`src/rtl/exec_ctrl_pkg.sv`:
```
// Shared types and constants for the multi-cycle execution controller.
package exec_ctrl_pkg;

    localparam int unsigned XLEN  = 32;
    localparam int unsigned CNT_W = 8;

    typedef enum logic [2:0] {
        S_FETCH  = 3'd0,
        S_DECODE = 3'd1,
        S_EXEC   = 3'd2,
        S_MEM    = 3'd3,
        S_WB     = 3'd4,
        S_HALT   = 3'd5
    } state_t;

    localparam logic [6:0] OP_R      = 7'b0110011;
    localparam logic [6:0] OP_I      = 7'b0010011;
    localparam logic [6:0] OP_LOAD   = 7'b0000011;
    localparam logic [6:0] OP_STORE  = 7'b0100011;
    localparam logic [6:0] OP_BRANCH = 7'b1100011;
    localparam logic [6:0] OP_JAL    = 7'b1101111;
    localparam logic [6:0] OP_JALR   = 7'b1100111;
    localparam logic [6:0] OP_LUI    = 7'b0110111;
    localparam logic [6:0] OP_AUIPC  = 7'b0010111;

    localparam logic [2:0] ALU_R   = 3'b000;
    localparam logic [2:0] ALU_I   = 3'b001;
    localparam logic [2:0] ALU_LD  = 3'b010;
    localparam logic [2:0] ALU_ST  = 3'b011;
    localparam logic [2:0] ALU_BR  = 3'b100;
    localparam logic [2:0] ALU_JAL = 3'b101;
    localparam logic [2:0] ALU_LUI = 3'b110;

    typedef struct packed {
        logic [2:0] aluop;
        logic       alu_src;
        logic       branch;
        logic       mux_inp;
        logic       is_load;
        logic       is_store;
        logic       is_jump;
        logic       legal;
    } ctrl_t;

endpackage

```
`src/rtl/exec_ctrl_if.sv`:
```
// Controller-side bundle: instruction/memory handshakes in, EX controls and sequencing out.
interface exec_ctrl_if;
    import exec_ctrl_pkg::*;

    logic [XLEN-1:0] instr;
    logic            instr_valid;
    logic            mem_ready;
    logic            and_out_ex;

    logic [2:0]      aluop;
    logic            alu_src;
    logic            branch;
    logic            mux_inp;
    logic [2:0]      fn3;
    logic            fn7_5;
    logic [6:0]      imm11_5;

    logic            instr_req;
    logic            ir_we;
    logic            mem_rd;
    logic            mem_wr;
    logic            reg_we;
    logic            pc_we;
    logic            pc_src;
    logic            trap;
    logic            halted;
    logic [XLEN-1:0] instret;

    modport master (
        input  instr, instr_valid, mem_ready, and_out_ex,
        output aluop, alu_src, branch, mux_inp, fn3, fn7_5, imm11_5,
        output instr_req, ir_we, mem_rd, mem_wr, reg_we, pc_we, pc_src,
        output trap, halted, instret
    );

    modport slave (
        output instr, instr_valid, mem_ready, and_out_ex,
        input  aluop, alu_src, branch, mux_inp, fn3, fn7_5, imm11_5,
        input  instr_req, ir_we, mem_rd, mem_wr, reg_we, pc_we, pc_src,
        input  trap, halted, instret
    );

endinterface

```
`src/rtl/exec_ctrl_decode.sv`:
```
// Opcode to execution-control mapping; purely combinational.
module exec_ctrl_decode
    import exec_ctrl_pkg::*;
(
    input  logic [6:0] i_opcode,
    output ctrl_t      o_ctrl_c
);

    always_comb begin
        o_ctrl_c       = '0;
        o_ctrl_c.legal = 1'b1;
        case (i_opcode)
            OP_R:      o_ctrl_c.aluop = ALU_R;
            OP_I: begin
                o_ctrl_c.aluop   = ALU_I;
                o_ctrl_c.alu_src = 1'b1;
            end
            OP_LOAD: begin
                o_ctrl_c.aluop   = ALU_LD;
                o_ctrl_c.alu_src = 1'b1;
                o_ctrl_c.is_load = 1'b1;
            end
            OP_STORE: begin
                o_ctrl_c.aluop    = ALU_ST;
                o_ctrl_c.alu_src  = 1'b1;
                o_ctrl_c.is_store = 1'b1;
            end
            OP_BRANCH: begin
                o_ctrl_c.aluop  = ALU_BR;
                o_ctrl_c.branch = 1'b1;
            end
            OP_JAL: begin
                o_ctrl_c.aluop   = ALU_JAL;
                o_ctrl_c.alu_src = 1'b1;
                o_ctrl_c.is_jump = 1'b1;
            end
            OP_JALR: begin
                o_ctrl_c.aluop   = ALU_I;
                o_ctrl_c.alu_src = 1'b1;
                o_ctrl_c.mux_inp = 1'b1;
                o_ctrl_c.is_jump = 1'b1;
            end
            OP_LUI: begin
                o_ctrl_c.aluop   = ALU_LUI;
                o_ctrl_c.alu_src = 1'b1;
            end
            OP_AUIPC: begin
                o_ctrl_c.aluop   = ALU_I;
                o_ctrl_c.alu_src = 1'b1;
            end
            default:   o_ctrl_c.legal = 1'b0;
        endcase
    end

endmodule

```
`src/rtl/exec_ctrl.sv`:
```
// Multi-cycle FETCH/DECODE/EXEC/MEM/WB sequencer with memory timeout and retire counter.
// Every output is a register updated on the transition into the cycle it describes.
module exec_ctrl
    import exec_ctrl_pkg::*;
#(
    parameter int unsigned MEM_TIMEOUT = 15
) (
    input  logic        clk,
    input  logic        rst,
    exec_ctrl_if.master bus
);

    localparam logic [CNT_W-1:0] TMO_LAST = CNT_W'(MEM_TIMEOUT - 1);

    state_t            r_state;
    logic [CNT_W-1:0]  r_mem_cnt;
    logic [XLEN-1:0]   r_instret;
    logic [2:0]        r_aluop;
    logic              r_alu_src, r_branch, r_mux_inp;
    logic              r_is_load, r_is_store, r_is_jump;
    logic [2:0]        r_fn3;
    logic              r_fn7_5;
    logic [6:0]        r_imm11_5;
    logic              r_instr_req, r_ir_we, r_mem_rd, r_mem_wr;
    logic              r_reg_we, r_pc_we, r_pc_src, r_trap, r_halted;
    ctrl_t             w_dec;
    logic              w_unused_instr;

    exec_ctrl_decode u_decode (
        .i_opcode (bus.instr[6:0]),
        .o_ctrl_c (w_dec)
    );

    assign w_unused_instr = ^{bus.instr[24:15], bus.instr[11:7]};

    always_ff @(posedge clk) begin
        if (rst) begin
            r_state     <= S_FETCH;
            r_mem_cnt   <= '0;
            r_instret   <= '0;
            r_aluop     <= '0;
            r_alu_src   <= 1'b0;
            r_branch    <= 1'b0;
            r_mux_inp   <= 1'b0;
            r_is_load   <= 1'b0;
            r_is_store  <= 1'b0;
            r_is_jump   <= 1'b0;
            r_fn3       <= '0;
            r_fn7_5     <= 1'b0;
            r_imm11_5   <= '0;
            r_instr_req <= 1'b1;
            r_ir_we     <= 1'b0;
            r_mem_rd    <= 1'b0;
            r_mem_wr    <= 1'b0;
            r_reg_we    <= 1'b0;
            r_pc_we     <= 1'b0;
            r_pc_src    <= 1'b0;
            r_trap      <= 1'b0;
            r_halted    <= 1'b0;
        end else begin
            r_ir_we  <= 1'b0;
            r_reg_we <= 1'b0;
            r_pc_we  <= 1'b0;
            r_pc_src <= 1'b0;
            r_trap   <= 1'b0;
            case (r_state)
                S_FETCH: begin
                    if (bus.instr_valid) begin
                        r_state     <= S_DECODE;
                        r_instr_req <= 1'b0;
                        r_ir_we     <= 1'b1;
                    end
                end
                S_DECODE: begin
                    if (!w_dec.legal) begin
                        r_state    <= S_HALT;
                        r_trap     <= 1'b1;
                        r_halted   <= 1'b1;
                        r_aluop    <= '0;
                        r_alu_src  <= 1'b0;
                        r_branch   <= 1'b0;
                        r_mux_inp  <= 1'b0;
                        r_fn3      <= '0;
                        r_fn7_5    <= 1'b0;
                        r_imm11_5  <= '0;
                    end else begin
                        r_state    <= S_EXEC;
                        r_aluop    <= w_dec.aluop;
                        r_alu_src  <= w_dec.alu_src;
                        r_branch   <= w_dec.branch;
                        r_mux_inp  <= w_dec.mux_inp;
                        r_is_load  <= w_dec.is_load;
                        r_is_store <= w_dec.is_store;
                        r_is_jump  <= w_dec.is_jump;
                        r_fn3      <= bus.instr[14:12];
                        r_fn7_5    <= bus.instr[30];
                        r_imm11_5  <= bus.instr[31:25];
                        // Branch redirect is presented during EXEC; flag sampled as EXEC is entered.
                        if (w_dec.branch) begin
                            r_pc_we  <= 1'b1;
                            r_pc_src <= bus.and_out_ex;
                        end
                    end
                end
                S_EXEC: begin
                    if (r_branch) begin
                        r_state     <= S_FETCH;
                        r_instr_req <= 1'b1;
                        r_instret   <= r_instret + XLEN'(1);
                    end else if (r_is_load || r_is_store) begin
                        r_state   <= S_MEM;
                        r_mem_cnt <= '0;
                        r_mem_rd  <= r_is_load;
                        r_mem_wr  <= r_is_store;
                    end else begin
                        r_state  <= S_WB;
                        r_reg_we <= 1'b1;
                        r_pc_we  <= 1'b1;
                        r_pc_src <= r_is_jump;
                    end
                end
                S_MEM: begin
                    // mem_ready takes priority over an expiring timeout in the same cycle.
                    if (bus.mem_ready) begin
                        r_mem_rd <= 1'b0;
                        r_mem_wr <= 1'b0;
                        if (r_is_store) begin
                            r_state     <= S_FETCH;
                            r_instr_req <= 1'b1;
                            r_pc_we     <= 1'b1;
                            r_instret   <= r_instret + XLEN'(1);
                        end else begin
                            r_state  <= S_WB;
                            r_reg_we <= 1'b1;
                            r_pc_we  <= 1'b1;
                        end
                    end else if (r_mem_cnt == TMO_LAST) begin
                        r_state   <= S_HALT;
                        r_mem_rd  <= 1'b0;
                        r_mem_wr  <= 1'b0;
                        r_trap    <= 1'b1;
                        r_halted  <= 1'b1;
                        r_aluop   <= '0;
                        r_alu_src <= 1'b0;
                        r_branch  <= 1'b0;
                        r_mux_inp <= 1'b0;
                        r_fn3     <= '0;
                        r_fn7_5   <= 1'b0;
                        r_imm11_5 <= '0;
                    end else begin
                        r_mem_cnt <= r_mem_cnt + CNT_W'(1);
                    end
                end
                S_WB: begin
                    r_state     <= S_FETCH;
                    r_instr_req <= 1'b1;
                    r_instret   <= r_instret + XLEN'(1);
                end
                S_HALT: begin
                    r_state <= S_HALT;
                end
                default: begin
                    r_state     <= S_FETCH;
                    r_instr_req <= 1'b1;
                end
            endcase
        end
    end

    assign bus.aluop     = r_aluop;
    assign bus.alu_src   = r_alu_src;
    assign bus.branch    = r_branch;
    assign bus.mux_inp   = r_mux_inp;
    assign bus.fn3       = r_fn3;
    assign bus.fn7_5     = r_fn7_5;
    assign bus.imm11_5   = r_imm11_5;
    assign bus.instr_req = r_instr_req;
    assign bus.ir_we     = r_ir_we;
    assign bus.mem_rd    = r_mem_rd;
    assign bus.mem_wr    = r_mem_wr;
    assign bus.reg_we    = r_reg_we;
    assign bus.pc_we     = r_pc_we;
    assign bus.pc_src    = r_pc_src;
    assign bus.trap      = r_trap;
    assign bus.halted    = r_halted;
    assign bus.instret   = r_instret;

endmodule

```
`src/flat_wrapper.sv`:
```
// flat-port wrapper written by rule: the top's interface ports become plain ports
module exec_ctrl_flat import exec_ctrl_pkg::*;
#(
    parameter int unsigned MEM_TIMEOUT = 15
)
  (clk, rst, bus_instr, bus_instr_valid, bus_mem_ready, bus_and_out_ex, bus_aluop, bus_alu_src, bus_branch, bus_mux_inp, bus_fn3, bus_fn7_5, bus_imm11_5, bus_instr_req, bus_ir_we, bus_mem_rd, bus_mem_wr, bus_reg_we, bus_pc_we, bus_pc_src, bus_trap, bus_halted, bus_instret);
  exec_ctrl_if bus_i ();
  input  logic clk;
  input  logic rst;
  input wire logic [$bits(bus_i.instr)-1:0] bus_instr;
  input wire logic [$bits(bus_i.instr_valid)-1:0] bus_instr_valid;
  input wire logic [$bits(bus_i.mem_ready)-1:0] bus_mem_ready;
  input wire logic [$bits(bus_i.and_out_ex)-1:0] bus_and_out_ex;
  output wire logic [$bits(bus_i.aluop)-1:0] bus_aluop;
  output wire logic [$bits(bus_i.alu_src)-1:0] bus_alu_src;
  output wire logic [$bits(bus_i.branch)-1:0] bus_branch;
  output wire logic [$bits(bus_i.mux_inp)-1:0] bus_mux_inp;
  output wire logic [$bits(bus_i.fn3)-1:0] bus_fn3;
  output wire logic [$bits(bus_i.fn7_5)-1:0] bus_fn7_5;
  output wire logic [$bits(bus_i.imm11_5)-1:0] bus_imm11_5;
  output wire logic [$bits(bus_i.instr_req)-1:0] bus_instr_req;
  output wire logic [$bits(bus_i.ir_we)-1:0] bus_ir_we;
  output wire logic [$bits(bus_i.mem_rd)-1:0] bus_mem_rd;
  output wire logic [$bits(bus_i.mem_wr)-1:0] bus_mem_wr;
  output wire logic [$bits(bus_i.reg_we)-1:0] bus_reg_we;
  output wire logic [$bits(bus_i.pc_we)-1:0] bus_pc_we;
  output wire logic [$bits(bus_i.pc_src)-1:0] bus_pc_src;
  output wire logic [$bits(bus_i.trap)-1:0] bus_trap;
  output wire logic [$bits(bus_i.halted)-1:0] bus_halted;
  output wire logic [$bits(bus_i.instret)-1:0] bus_instret;
  assign bus_i.instr = bus_instr;
  assign bus_i.instr_valid = bus_instr_valid;
  assign bus_i.mem_ready = bus_mem_ready;
  assign bus_i.and_out_ex = bus_and_out_ex;
  assign bus_aluop = bus_i.aluop;
  assign bus_alu_src = bus_i.alu_src;
  assign bus_branch = bus_i.branch;
  assign bus_mux_inp = bus_i.mux_inp;
  assign bus_fn3 = bus_i.fn3;
  assign bus_fn7_5 = bus_i.fn7_5;
  assign bus_imm11_5 = bus_i.imm11_5;
  assign bus_instr_req = bus_i.instr_req;
  assign bus_ir_we = bus_i.ir_we;
  assign bus_mem_rd = bus_i.mem_rd;
  assign bus_mem_wr = bus_i.mem_wr;
  assign bus_reg_we = bus_i.reg_we;
  assign bus_pc_we = bus_i.pc_we;
  assign bus_pc_src = bus_i.pc_src;
  assign bus_trap = bus_i.trap;
  assign bus_halted = bus_i.halted;
  assign bus_instret = bus_i.instret;
  exec_ctrl #(.MEM_TIMEOUT(MEM_TIMEOUT)) u_core (.clk(clk), .rst(rst), .bus(bus_i));
endmodule
```
`config.mk`:
```
export PLATFORM = sky130hd
export DESIGN_NAME = exec_ctrl_flat
export DESIGN_NICKNAME = d
export VERILOG_FILES = /design/src/rtl/exec_ctrl_pkg.sv /design/src/rtl/exec_ctrl_if.sv /design/src/rtl/exec_ctrl_decode.sv /design/src/rtl/exec_ctrl.sv /design/src/flat_wrapper.sv
export SDC_FILE = /design/constraint.sdc
export NUM_CORES = 1
export LEC_CHECK = 0
export CAP_MARGIN = 25
export CORE_UTILIZATION = 48
export DETAILED_ROUTE_END_ITERATION = 10
export PLACE_DENSITY_LB_ADDON = 0.12
export SLEW_MARGIN = 0
export SYNTH_ARGS = -nofsm -noshare
export SYNTH_HDL_FRONTEND = slang
export SYNTH_SLANG_ARGS = --single-unit
```
`constraint.sdc`:
```
create_clock -name clk -period 2.27 [get_ports clk]
set_clock_uncertainty 0.05 [all_clocks]
set_input_delay 0.454 -clock clk [delete_from_list [all_inputs] [get_ports clk]]
set_output_delay 0.454 -clock clk [all_outputs]
set_load 0.05 [all_outputs]
```
After elaboration in Yosys (flattened, before gate mapping) --
Index checks and enable logic that the tools add are counted.
Word-level totals: input bits 37, logic and storage cells 151, flip-flop bits (word level) 72
Operators by class: mux-type cells 80, reductions and logical operators 19, $add $sub $neg 2, equal/unequal tests 26, bitwise operators 2
Operator list (number):
- $mux 32 | 3
- $pmux 32 s3 | 1
- $mux 1 | 40
- $mux 3 | 11
- $add 32x1->32 const B | 1
- $mux 8 | 4
- $eq 7x6->1 const B | 3
- $eq 7x7->1 const B | 3
- $mux 7 | 3
- $pmux 1 s2 | 10
- $pmux 3 s6 | 1
- $pmux 8 s2 | 1
- $pmux 3 s5 | 1
- $eq 7x5->1 const B | 2
- $pmux 7 s2 | 1
- $ne 2x2->1 const B | 6
- $pmux 3 s2 | 2
- $reduce_and 4->1 | 3
- $reduce_and 5->1 | 2
- $reduce_or 9->1 | 1
- $add 8x1->8 const B | 1
- $eq 8x4->1 const B | 1
- $ne 2x1->1 const B | 4
- $eq 7x2->1 const B | 1
- other kinds (16) | 23

Logic depth before layout (Yosys ltp) --
Gate-level depths: netlist (run 1).
depth in word-level cells 5, gate-level depth with buffers 8, depth with buffers taken out 7

Modules after synthesis --
Synthesis (run 1) repeated with hierarchy kept, for this count alone.
Unflattened totals: cells, all modules 390, area, all modules 3369.5 sq um
Modules (own cells, without submodules):
- exec_ctrl | cells each 357, area each 3161.8 sq um, times used 1, sequential area each 1421.4 sq um
- exec_ctrl_decode | cells each 33, area each 207.7 sq um, times used 1, sequential area each 0.0 sq um

Worst setup path before layout (run 1) --
OpenSTA, ideal clock, no wires.
path kind reg2reg, start point register u_core.r_instret[0], in the netlist u_core.bus.instret[0], end point register u_core.r_instret[22], in the netlist u_core.bus.instret[22], buffers on the path 1, data arrival time 2100 ps, period minus slack after synthesis 2220 ps, stages on the path, launching flop included 8, slack 50 ps, setup time 70 ps, cells stage by stage dfxtp_1 > ha_1 > nand4_1 > nor4_2 > o21ai_2 > buf_2 > or3_1 > a21oi_1
On the way: cells in the longest elaborated chain, start to end 4, elaborated cells between the ends (all ways) 5, those cells by class add/sub (1); mux (4)
Ends and longest elaborated chain:
- start, declared | line exec_ctrl.sv:17 | logic [XLEN-1:0] r_instret;
- start signal, assigned | line exec_ctrl.sv:109 | r_instret <= r_instret + XLEN'(1);
- start signal, assigned | line exec_ctrl.sv:131 | r_instret <= r_instret + XLEN'(1);
- start signal, assigned | line exec_ctrl.sv:157 | r_instret <= r_instret + XLEN'(1);
- $add 32x1->32 * | line exec_ctrl.sv:109, exec_ctrl.sv:131, exec_ctrl.sv:157
- $mux 32 | line exec_ctrl.sv:127 | if (r_is_store) begin
- $mux 32 | line exec_ctrl.sv:124 | if (bus.mem_ready) begin
- $pmux 32 s3 * | line exec_ctrl.sv:66 | case (r_state)
Every way passes the cells marked *; elsewhere a longest branch is shown, timed or not. The select of a mux whose other input is x is not followed. A chain may end at the register's enable or synchronous reset.

Final worst setup path (run 1) --
start point register u_core.r_branch, in the netlist u_core.bus.branch, end point output port bus_branch
RTL lines:
- start, declared | line exec_ctrl.sv:19 | logic r_alu_src, r_branch, r_mux_inp;
- start signal, assigned | line exec_ctrl.sv:90 | r_branch <= w_dec.branch;
- end, declared | line flat_wrapper.sv:16 | output wire logic [$bits(bus_i.branch)-1:0] bus_branch;
No word-level cell between the ends.

==> results.toml, run 1 <==
[logic_synthesis]
synthCells = 383
synth_most_common_cell = "dfxtp_1"
synth_area_leaders = "dfxtp_1 42%, a21oi_1 4.1%, nor2_1 4.1%, xor2_1 3.9%, a22o_1 3.3%"
synth-edff-count = 0
synth_flop_cell = "dfxtp_1"
avgSynthCellArea_um2 = 8.88
ys_ff_latch = 71
ys_top_cells_by_count = "71 x dfxtp_1, 37 x nor2_1, 28 x a21oi_1"
async_reset_ff_frac = 0
syn-num-nets = 423
ys_types = 60
yosysWarnings = 0
synth_top_area_frac = 0.418
synth_area_mm2 = 0.00340
synth_top_area_cell = "dfxtp_1"
seq_area_frac_synth = 0.418

[route]
wirelength_um = 8040
first_pass_iters = 4
vias = 3216
wl_per_cell_um = 13.8
drcViolationCount = 0
drt_iter0_markers = 133
via_per_inst = 5.54
antenna_left = 0

[clocking]
cts_buffers = 9
clock_latency_ps = 340
clockRootBuffer = "clkbuf_8"
cts-resized-gates = 0
cts_sinks = 71
clockBufferDepth = 2
post_cts_buffers = 0
holdBufCountCts = 0
clkTransAtPathRegs_ps = 70
cts_tree = "yes"
htreeDepth = 3

[grt]
grt_pass1_vias = 2959
track_usage = 0.222
grt_antenna_before_repair = 0
grt_max_degree = 48
grt_pass1_wl_um = 13300
overflow = 0

[layout]
seq_area_mm2 = 0.00142
drive_above_1_share = 0.132
multi_input_comb_area_mm2 = 0.00182
nFillCells = 614
insertedDiodeCount = 0
final_cells = 581
final_cell_area_mm2 = 0.00466
area_delta_synth_final_pct = 36.9
nets = 521

[critical_path]
slowest_delay_ps = 870
start_kind = "register"
crit_buf_inv = 1
crit_fanout = 6
endpoint_kind = "output port"
crit_type = "register to output port"
critPathTopFamily = "buffers and inverters"
cp_slowest_cell = "clkdlybuf4s50_1"
crit_required_ps = 1770
arrival_ps = 1720
path_cells = "clkdlybuf4s50_1"

[placement]
dp_cells = 566
pre_cts_ws_ps = -111
dpl_cell_area_mm2 = 0.00446
place_hpwl_um = 5870
routabilityCongestion = 0.879
numPortBuffers = 79

[power]
p_int_uw = 1950
power_frac_clock = 0.387
total_power_uw = 2590
p_leak_uw = 0.00167
combinationalPowerShare = 0.117
p_sw_frac = 0.248
p_seq_frac = 0.496
ir_worst_vdd_mv = 0.348
p_sw_uw = 642
power.density_mw_per_mm2 = 556

[die]
fp.dieW_um = 86.2
io_pins = 95
coreArea_mm2 = 0.00683
row_count = 30
start_util = 0.498
die_area_mm2 = 0.00743
die_y_um = 86.2

[sta]
rsz0062_at_grt = "false"
setup_viol = 0
slew_headroom = 0.615
tightest_slew_ps = 577
setup_ws_ps = 43.4
hold_viol_final = 0
fmax_mhz = 449
min_period_over_period = 0.981
drv_slew = 0
min_period_ps = 2230

[hold_path]
hold_path_class = "register to register"

[flow_run]
cap_violations = 0

[outcome]
status = "completed"
logic make-up (layout without fill, tap and decap cells):
logic type,after synthesis,in the layout,synth area share
AO/OA/AOI/OAI,111,111,0.237
XOR/XNOR,18,18,0.0463
adder cells (fa/ha/maj),3,3,0.0110
buffers and inverters,35,137,0.0485
flip-flops,71,71,0.418
multiplexers,1,1,0.00294
AND/OR/NAND/NOR,144,144,0.236
final timing paths:
| check | from | to | depth (start not counted) | slack, ps |
|---|---|---|---|---|
| setup reg to reg | u_core.r_state[1] | u_core.bus.instret[26] | 6 | 190 |
| hold / removal | u_core.r_is_jump | u_core.r_is_jump | 2 | 400 |
| setup / recovery | u_core.bus.branch | bus_branch | 1 | 40 |
| hold reg to reg | u_core.r_is_jump | u_core.r_is_jump | 2 | 400 |
layer usage:
layer  up-vias  global-route usage  routed length (um)  share of wire
met4         0              0.0970                 169          0.021
met1      1506               0.280                3700           0.46
met3        14              0.0571                 485          0.060
met5         -                   0                   0              0
li1       1620                   -                   -              -
met2        76               0.358                3690           0.46
placed cells by master (no fill, tap or decap), types with 4 or more instances in the layout:
cell             count
nand4_1              8
xor2_1              15
o211ai_1             4
a21oi_1             28
o2111ai_1            8
nor2b_1              4
dfxtp_1             71
o21ai_0             20
o31ai_1             11
nor2_1              37
or4_1               10
nand2b_1             5
and2_1               4
or3_1               12
clkbuf_8            11
nand3_1             17
inv_1                9
buf_4               32
nand2_1             20
a22o_1              13
clkdlybuf4s50_1     79
and3_1               7
per-stage QoR:
step / TNS, ps / hold slack (ps) / utilization
2_1_floorplan: 0 / 377 / -
3_3_place_gp: -412 / 388 / 0.653
3_5_place_dp: -870 / 394 / 0.653
4_1_cts: 0 / 403 / 0.682
5_1_grt: 0 / 423 / 0.682
6_report: 0 / 400 / 0.682
registers in the layout (all words and copies together), names as in the netlist:
signal and count:
u_core.bus.pc_we 1, u_core.bus.alu_src 1, u_core.r_state 3, u_core.bus.mux_inp 1
u_core.bus.reg_we 1, u_core.bus.instret 32, u_core.bus.branch 1, u_core.r_mem_cnt 8
u_core.bus.mem_rd 1, u_core.bus.halted 1, u_core.bus.imm11_5 7, u_core.r_is_store 1
u_core.r_is_load 1, u_core.bus.trap 1, u_core.bus.ir_we 1, u_core.r_is_jump 1
u_core.bus.pc_src 1, u_core.bus.aluop 3, u_core.bus.mem_wr 1, u_core.bus.instr_req 1
u_core.bus.fn3 3
cell type report:
type | instances | area share
inverters | 9 | 0.00725
flip-flops and latches | 71 | 0.305
well taps | 96 | 0.0258
clock inverters | 4 | 0.00967
multi-input cells | 277 | 0.390
repair buffers | 113 | 0.230
clock buffers | 11 | 0.0325
power groups by stage:
stage / Combinational, uW / Clock [uW] / Sequential, uW
CTS: 304 / 1030 / 1290
finish: 304 / 1000 / 1290
detailed placement: 303 / 0 / 1310
global placement: 299 / 0 / 1310
global route: 327 / 1090 / 1290
floorplan: 146 / 0 / 1350
Power figures use the tool's default switching activity.
==> run 2, diff against run 1 <==
--- a/config.mk
+++ b/config.mk
@@ -7,6 +7,7 @@
 export LEC_CHECK = 0
 export CAP_MARGIN = 25
 export CORE_UTILIZATION = 48
+export CTS_CLUSTER_DIAMETER = 100
 export DETAILED_ROUTE_END_ITERATION = 10
 export PLACE_DENSITY_LB_ADDON = 0.12
 export SLEW_MARGIN = 0
==> results of run 2 <==
Same layout as run 1: the final DEF is identical, and so are final timing and power.
==> run 3, diff against run 2 <==
--- a/config.mk
+++ b/config.mk
@@ -9,6 +9,7 @@
 export CORE_UTILIZATION = 48
 export CTS_CLUSTER_DIAMETER = 100
 export DETAILED_ROUTE_END_ITERATION = 10
+export GPL_TIMING_DRIVEN = 0
 export PLACE_DENSITY_LB_ADDON = 0.12
 export SLEW_MARGIN = 0
 export SYNTH_ARGS = -nofsm -noshare
==> results.toml, run 3 (synthesis gave the netlist of run 1 again) <==
[outcome]
status = "completed"

[grt]
grt_pass1_vias = 2896
grt_max_degree = 13
grt_pass1_wl_um = 13500
overflow = 0
track_usage = 0.227
grt_antenna_before_repair = 0

[sta]
hold_viol_final = 0
tightest_slew_ps = 631
fmax_mhz = 460
rsz0062_at_grt = "false"
min_period_over_period = 0.958
slew_headroom = 0.575
min_period_ps = 2170
setup_viol = 0
worst_hold_slack_ps = 399
drv_slew = 0

[clocking]
clkTransAtPathRegs_ps = 80
htreeDepth = 3
cts_tree = "yes"
clockRootBuffer = "clkbuf_8"
holdBufCountCts = 0
cts_sinks = 71
cts_buffers = 9
clock_latency_ps = 350
clockBufferDepth = 2

[route]
vias = 3212
antenna_left = 0
drcViolationCount = 0
wirelength_um = 8280
wl_per_cell_um = 14.5
drt_iter0_markers = 186
first_pass_iters = 5
via_per_inst = 5.62

[die]
io_pins = 95
start_util = 0.498
row_count = 30
fp.dieW_um = 86.2
die_area_mm2 = 0.00743
die_y_um = 86.2
coreArea_mm2 = 0.00683

[flow_run]
cap_violations = 0

[critical_path]
endpoint_kind = "register"
crit_required_ps = 2500
r2r_slack_ps = 160
worstSetupEndpoint = "u_core.bus.instret[31]"
critPathLaunch = "bus_mem_ready"
start_kind = "input port"
worstRegToRegCells = 7
crit_fanout = 10
reg2reg_to = "u_core.bus.instret[22]"
r2r_start = "u_core.bus.instret[0]"
crit_type = "input port to register"
arrival_ps = 2410

[layout]
insertedDiodeCount = 0
area_delta_synth_final_pct = 33.7
layout_common_cells = "75 x clkdlybuf4s50_1, 71 x dfxtp_1, 37 x nor2_1"
largest_reg_flops = 32
layout_commonest_cell = "clkdlybuf4s50_1"
final_cell_area_mm2 = 0.00455
drive_above_1_share = 0.0987
nets = 511

[placement]
dpl_cell_area_mm2 = 0.00428
routabilityCongestion = 0.910
place_hpwl_um = 5920
numPortBuffers = 76

[power]
ir_worst_vdd_mv = 0.408
p_leak_uw = 0.00162
total_power_uw = 2800
power.density_mw_per_mm2 = 616

[hold_path]
hold_path_class = "register to register"
## run 3: worst min-delay path by stage
stage | depth (start not counted) | from | end
4_1_cts | 2 | u_core.r_is_jump | u_core.r_is_jump
3_3_place_gp | 2 | u_core.r_is_jump | u_core.r_is_jump
2_1_floorplan | 2 | u_core.r_is_jump | u_core.r_is_jump
3_5_place_dp | 2 | u_core.r_is_jump | u_core.r_is_jump
6_report | 2 | u_core.r_is_jump | u_core.r_is_jump
5_1_grt | 2 | u_core.r_is_jump | u_core.r_is_jump
## run 3: critical path: stages
cell and delay (ps):
clkdlybuf4s50_1 610, and4_1 260, buf_4 180, o2111ai_4 230, or4_1 520, a21oi_1 140
## run 3: what timing repair did
item	in CTS	in global routing
resized for setup	0	4
setup endpoints to repair	0	5
setup buffers	0	1
## run 3: area by class of cell
class / count / area, um^2
multi-input cells: 277 / 1820
clock inverters: 6 / 108
well taps: 96 / 120
inverters: 9 / 33.8
plain buffers: 26 / 133
fillers: 592 / 2280
clock buffers: 10 / 138
flip-flops and latches: 71 / 1420
repair buffers: 77 / 771
## run 3: layer usage
layer  global-route usage  wire (um)  vias up  part of all wire
li1                     -          -     1601                 -
met1                0.306       3940     1509              0.48
met2                0.345       3690       95              0.45
met3               0.0600        562        7             0.068
met4               0.0955         88        0             0.011
met5                    0          0        -                 0
## run 3: power breakdown
group          leakage, uW  switching, uW  internal [uW]  total (uW)
Sequential        0.000573           17.4           1260        1280
Clock             0.000122            474            756        1230
Combinational     0.000922            181            111         292
## run 3: per-stage QoR
| step | std cells | setup WS (ps) | TNS, ps | utilization |
|---|---|---|---|---|
| after global placement | 555 | -233 | -4660 | 0.627 |
| after floorplan | 383 | 49.5 | 0 | - |
| after detailed placement | 555 | -243 | -5420 | 0.627 |
| after CTS | 571 | 13.9 | 0 | 0.663 |
| after global routing | 572 | 12.1 | 0 | 0.666 |
| final | 572 | 96.1 | 0 | 0.666 |
==> patch 1: new RTL, settings of run 2 <==
`XLEN`: 32 -> 64.
--- a/src/rtl/exec_ctrl_pkg.sv
+++ b/src/rtl/exec_ctrl_pkg.sv
@@ -1,7 +1,7 @@
 // Shared types and constants for the multi-cycle execution controller.
 package exec_ctrl_pkg;
 
-    localparam int unsigned XLEN  = 32;
+    localparam int unsigned XLEN  = 64;
     localparam int unsigned CNT_W = 8;
 
     typedef enum logic [2:0] {
Interface: changed (resized bus_instr and bus_instret); port bits go from 95 to 159. The function was not compared with the original's and may differ.
==> patch 1 against run 2 <==
- critical path depth stayed put
- sequential share of layout area up 0.15 points
- cell count is 52% higher
- total power is 24% higher
- fmax increased by 0.77%
- sequential power grew 42%
- design area is 47% higher
- setup slack better by 17 ps
- sequential cell count grew 32
- wire length is 61% higher
- synthesized area up 49%
- die area increased by 48%
- critical path type unchanged
- highest routed layer unchanged
==> patch 1: results (changes against run 2) <==
| Metric | Value |
|---|---|
| Status | completed |
| Reg2reg start | u_core.bus.instret[19] |
| Top cells by count, synth | 103 x dfxtp_1, 63 x nor2_1, 58 x a21oi_1 |
| Detailed Route Iter0 Violations | 235 (+77%) |
| Setup WS pre-CTS | -326.0 ps (-214.5 ps) |
| Post-DR vias/cell | 5.745 (+3.8%) |
| Largest net degree at the start of global routing | 55 (+15%) |
| IO buf count | 111 (+41%) |
| Syn. warnings | 0 (unchanged) |
| Dominant synthesized flop cell | dfxtp_1 |
| Largest delay contributor family on the critical path | buffers and inverters |
| Worst hold path type | input port to flop |
| Clock latency on the worst-skew pair | 360 ps (+20 ps) |
| Synth cell types | 60 (unchanged) |
| Main area contributors after synthesis | dfxtp_1 41%, a21oi_1 5.7%, nor2_1 4.7%, xor2_1 3.6%, nand3_1 3.3% |
| Initial antenna violation count | 0 (unchanged) |
| Ratio of cells with drive above 1 in the final layout | 0.1528 (+0.02086) |
| HPWL Detailed | 9217 um (+57%) |
| Post-synthesis sequential area ratio | 0.4064 (-0.01139) |
| Met3 usage in global routing | 0.04492 (-0.01223) |
| P_leak | 0.002303 uW (+38%) |
| H-tree Lvls | 3 (unchanged) |
| Setup slack, reg-to-reg | 110 ps (-80 ps) |
| Reg-to-Reg End | u_core.bus.instret[44] |
| Clk buf depth | 2 (unchanged) |
| Routability cong. | 0.8610 (-2.0%) |
| Total iterations of the first detailed-routing run | 4 (unchanged) |
| HP Start | rst |
| Crit-path max FO | 7 (+1) |
| Slew @ Worst Pin | 559.3 ps (-17.20 ps) |
| Clock slew at reported path FFs | 90 ps (+20 ps) |
| Clock Root Buffer | clkbuf_8 |
| Vias in the first global route | 4585 (+55%) |
| R2R cell count | 6 (unchanged) |
| GRT Overall Usage | 0.2329 (+0.01129) |
| Fin nets | 813 (+56%) |
| Post-synth ARST share | 0 (unchanged) |
| M1 GR Usage | 0.3188 (+0.03877) |
| Arrival time at the worst endpoint | 1710 ps |
| DRT Wirelength | 12930 um (+61%) |
| CTS Buf Count | 9 (unchanged) |
| Grt ovf | 0 (unchanged) |
| Max reg flops | 64 (+100%) |
| Slowest Stage Delay on Critical Path | 860 ps |
| Filler Cell Count | 903 (+47%) |
| WHS Endpoint | u_core.bus.pc_we |
| Min-Delay Path Depth | 2 (unchanged) |
| Slowest-stage cell, CP | clkdlybuf4s50_1 |
| Met2 Use GR | 0.3780 (+0.02009) |
| Dpl cell area | 0.006589 mm2 (+48%) |
| Worst VDD drop | 0.3526 mV (+1.3%) |
| First-pass GRT wire length | 21380 um (+61%) |
| Antenna Cells | 0 (unchanged) |
| Syn_nets | 675 (+60%) |
-- patch 1: changes by cell type after synthesis, sizes merged, moves of 10 or more --
cell   change
nand4     +24
a21oi     +29
o31ai     +10
nor2      +24
a22oi     +11
a22o      -13
nand2     +22
nand3     +17
dfxtp     +32
or4       +11
-- patch 1: cell type report --
cell class,instances,area share
clock inverter,3,0.006228
inverter,14,0.007694
multi-input combinational,450,0.4112
timing repair buffer,163,0.2215
sequential,103,0.3066
tap,136,0.02491
clock buffer,13,0.02180
-- patch 1: routing by layer --
layer	part of all wire	routed length, um
met5	0	0
met3	0.062	807
met2	0.47	6058
met1	0.46	5974
met4	0.0069	89
-- patch 1: how the worst max path moves through the flow --
| stage | start | to | slack, ps | depth (start not counted) |
|---|---|---|---|---|
| detailed placement | bus_mem_ready | u_core.bus.instret[62] | -330 | 6 |
| floorplan | u_core.bus.instret[29] | u_core.bus.instret[55] | 6 | 7 |
| global placement | bus_mem_ready | u_core.bus.instret[48] | -260 | 6 |
| finish | u_core.bus.instret[43] | bus_instret[43] | 60 | 1 |
| global route | u_core.bus.instret[19] | u_core.bus.instret[54] | 3 | 6 |
| CTS | bus_mem_ready | u_core.bus.instret[44] | 20 | 6 |
-- patch 1: logic make-up (layout without fill, tap and decap cells) --
logic type                 count (synthesis)  after routing  synth area share
and+or+nand+nor                          275            276            0.3125
adders and majority gates                  3              3          0.007399
AOI/OAI and AO/OA                        138            138            0.1694
xor gates and xnor gates                  29             29           0.05006
DFF                                      103            103            0.4064
buffers and inverters                     51            193           0.04612
muxes                                      4              4          0.008138
-- patch 1: timing repair --
item | CTS | global route
endpoints found under the setup margin | 0 | 21
setup buffers | 0 | 2
gates resized for setup | 0 | 5
-- patch 1: stage by stage --
step	hold slack [ps]	total power, uW	instances	setup TNS (ps)	utilization
after floorplan	380.8	2018	603	0	-
after global placement	390.1	2124	863	-8929	0.6411
after detailed placement	400.8	2128	863	-11600	0.6411
after CTS	318.8	3253	879	0	0.6597
after global routing	315.7	3351	882	0	0.6646
final	331.0	3222	882	0	0.6646
-- patch 1: where the power goes --
group          total (uW)  internal (uW)  switching (uW)  leakage (uW)
clock network        1140            541             594     0.0000936
logic                 260            107             152       0.00137
registers            1830           1820            9.49      0.000844
total                3220           2470             756       0.00230
==> patch 2: new RTL, config.mk and constraints of run 2 <==
Without the edit above. Make the reset (`rst`) asynchronous in one clocked block.
--- a/src/rtl/exec_ctrl.sv
+++ b/src/rtl/exec_ctrl.sv
@@ -33,7 +33,7 @@
 
     assign w_unused_instr = ^{bus.instr[24:15], bus.instr[11:7]};
 
-    always_ff @(posedge clk) begin
+    always_ff @(posedge clk or posedge rst) begin
         if (rst) begin
             r_state     <= S_FETCH;
             r_mem_cnt   <= '0;
Formal check against the unedited RTL: differs if rst is asserted again (counterexample within 4 cycles, from zero or initial values and one cycle with rst high); with rst held inactive, the same outputs for 10 cycles.
==> patch 2 against run 2 <==
- sequential cell count unchanged
- synthesized area increased by 0.96%
- die area up 0.94%
- first-iteration DRC count increased by 23%
- wire length is 7.4% lower
- setup slack better by 16 ps
- design area rose by 0.75%
- critical endpoint is now bus_instr_req
Power is not compared: it rests on default switching activity, and its combinational part moved more than twofold at a synthesized area within 25%.
==> patch 2: results (changes against run 2) <==
| Metric | Value |
|---|---|
| Status | completed |
| Post-synthesis sequential area ratio | 0.5177 (+0.09987) |
| Detailed Route Iter0 Violations | 164 (+23%) |
| Top cells by count, synth | 70 x dfrtp_1, 29 x nor2_1, 28 x nand2_1 |
| Synth cell types | 49 (-18%) |
| Routability cong. | 0.7754 (-12%) |
| Slowest Stage Delay on Critical Path | 800 ps (-70 ps) |
| Fin nets | 457 (-12%) |
| Max reg flops | 32 (unchanged) |
| Cell Count, Final, Fillers Out | 518 (-11%) |
| First-pass GRT wire length | 12360 um (-6.8%) |
| Vias in the first global route | 2632 (-11%) |
| H-tree Lvls | 3 (unchanged) |
| Main area contributors after synthesis | dfrtp_1 51%, xor2_1 6.1%, xnor2_1 3.6%, a22o_1 3.3%, nor2_1 3.2% |
| Ratio of cells with drive above 1 in the final layout | 0.1374 (+0.005482) |
| Post-synth ARST share | 1.000 (+1.000) |
| DRT Wirelength | 7447 um (-7.4%) |
| HPWL Detailed | 5212 um (-11%) |
| Relative slew slack | 0.4581 (-0.1571) |
| Routed vias | 2717 (-16%) |
| CTS Buf Count | 9 (unchanged) |
| Synthesized area per cell | 10.77 um2 (+21%) |
| Crit-path max FO | 4 (-2) |
| Worst VDD drop | between 0.5 and 0.6 mV |
| Largest net degree at the start of global routing | 72 (+50%) |
| GRT Overall Usage | 0.2160 (-0.005569) |
| Dpl cells | 502 (-11%) |
| Syn_nets | 359 (-15%) |
| Clk buf depth | 2 (unchanged) |
| Slowest-stage cell, CP | clkdlybuf4s50_1 |
| Post-synth EDFFs | 0 (unchanged) |
| Largest delay contributor family on the critical path | buffers and inverters |
## patch 2: cell types whose count changed in the layout (fill, tap and decap cells not counted), moves of 11 or more
cell	change
a21oi_1	-21
dfxtp_1	-71
xnor2_1	+11
o21ai_0	-11
buf_4	-12
or3_1	-11
dfrtp_1	+70
## patch 2: final timing paths
kind	startpoint	to	cells after the start
max	u_core.bus.instr_req	bus_instr_req	1
min	u_core.bus.instret[31]	u_core.bus.instret[31]	1
max reg2reg	u_core.r_state[0]	u_core.bus.imm11_5[4]	4
min reg2reg	u_core.bus.instret[31]	u_core.bus.instret[31]	1
max in group asynchronous	rst	u_core.bus.instr_req	3
min in group asynchronous	rst	u_core.bus.instret[31]	3
## patch 2: through the flow
| step | utilization | area, um2 | hold slack (ps) | setup WS [ps] |
|---|---|---|---|---|
| global route | 0.6832 | 4693 | 437.4 | 6.125 |
| global placement | 0.6492 | 4459 | 399.0 | -75.70 |
| CTS | 0.6829 | 4691 | 420.6 | 43.21 |
| finish | 0.6832 | 4693 | 414.1 | 59.80 |
| detailed placement | 0.6492 | 4459 | 407.9 | -88.19 |
| floorplan | - | 3438 | 400.2 | 283.6 |
## patch 2: cell type report
| class | count | area [um2] |
|---|---|---|
| repair buffers | 100 | 963.4 |
| clock inverters | 5 | 80.08 |
| fillers | 529 | 2176 |
| well taps | 96 | 120.1 |
| inverters | 13 | 52.55 |
| clock buffers | 11 | 151.4 |
| multi-input cells | 222 | 1548 |
| flip-flops and latches | 71 | 1778 |
## patch 2: cell families after synthesis
family | Yosys count | synth area share
AO/OA/AOI/OAI | 49 | 0.1035
XOR/XNOR | 38 | 0.09690
adder cells (fa/ha/maj) | 3 | 0.01093
buffers and inverters | 26 | 0.03170
flip-flops | 71 | 0.5177
multiplexers | 2 | 0.006193
AND/OR/NAND/NOR | 130 | 0.2332
## patch 2: where the power goes
group	switching (uW)	total, uW	leakage [uW]	internal [uW]
Sequential	151	1550	0.000919	1400
Clock	486	1160	0.000112	677
Combinational	709	1160	0.00115	447
## patch 2: timing repair
action | 4_1_cts | 5_1_grt
setup endpoints to repair | 0 | 1
gates resized for setup | 0 | 1
hold buffers | 0 | 0
## patch 2: layer usage
layer | track usage | vias up | wire length [um]
li1 | - | 1313 | -
met1 | 0.2835 | 1324 | 3461
met2 | 0.3413 | 71 | 3453
met3 | 0.05905 | 9 | 412
met4 | 0.08636 | 0 | 120
met5 | 0 | - | 0
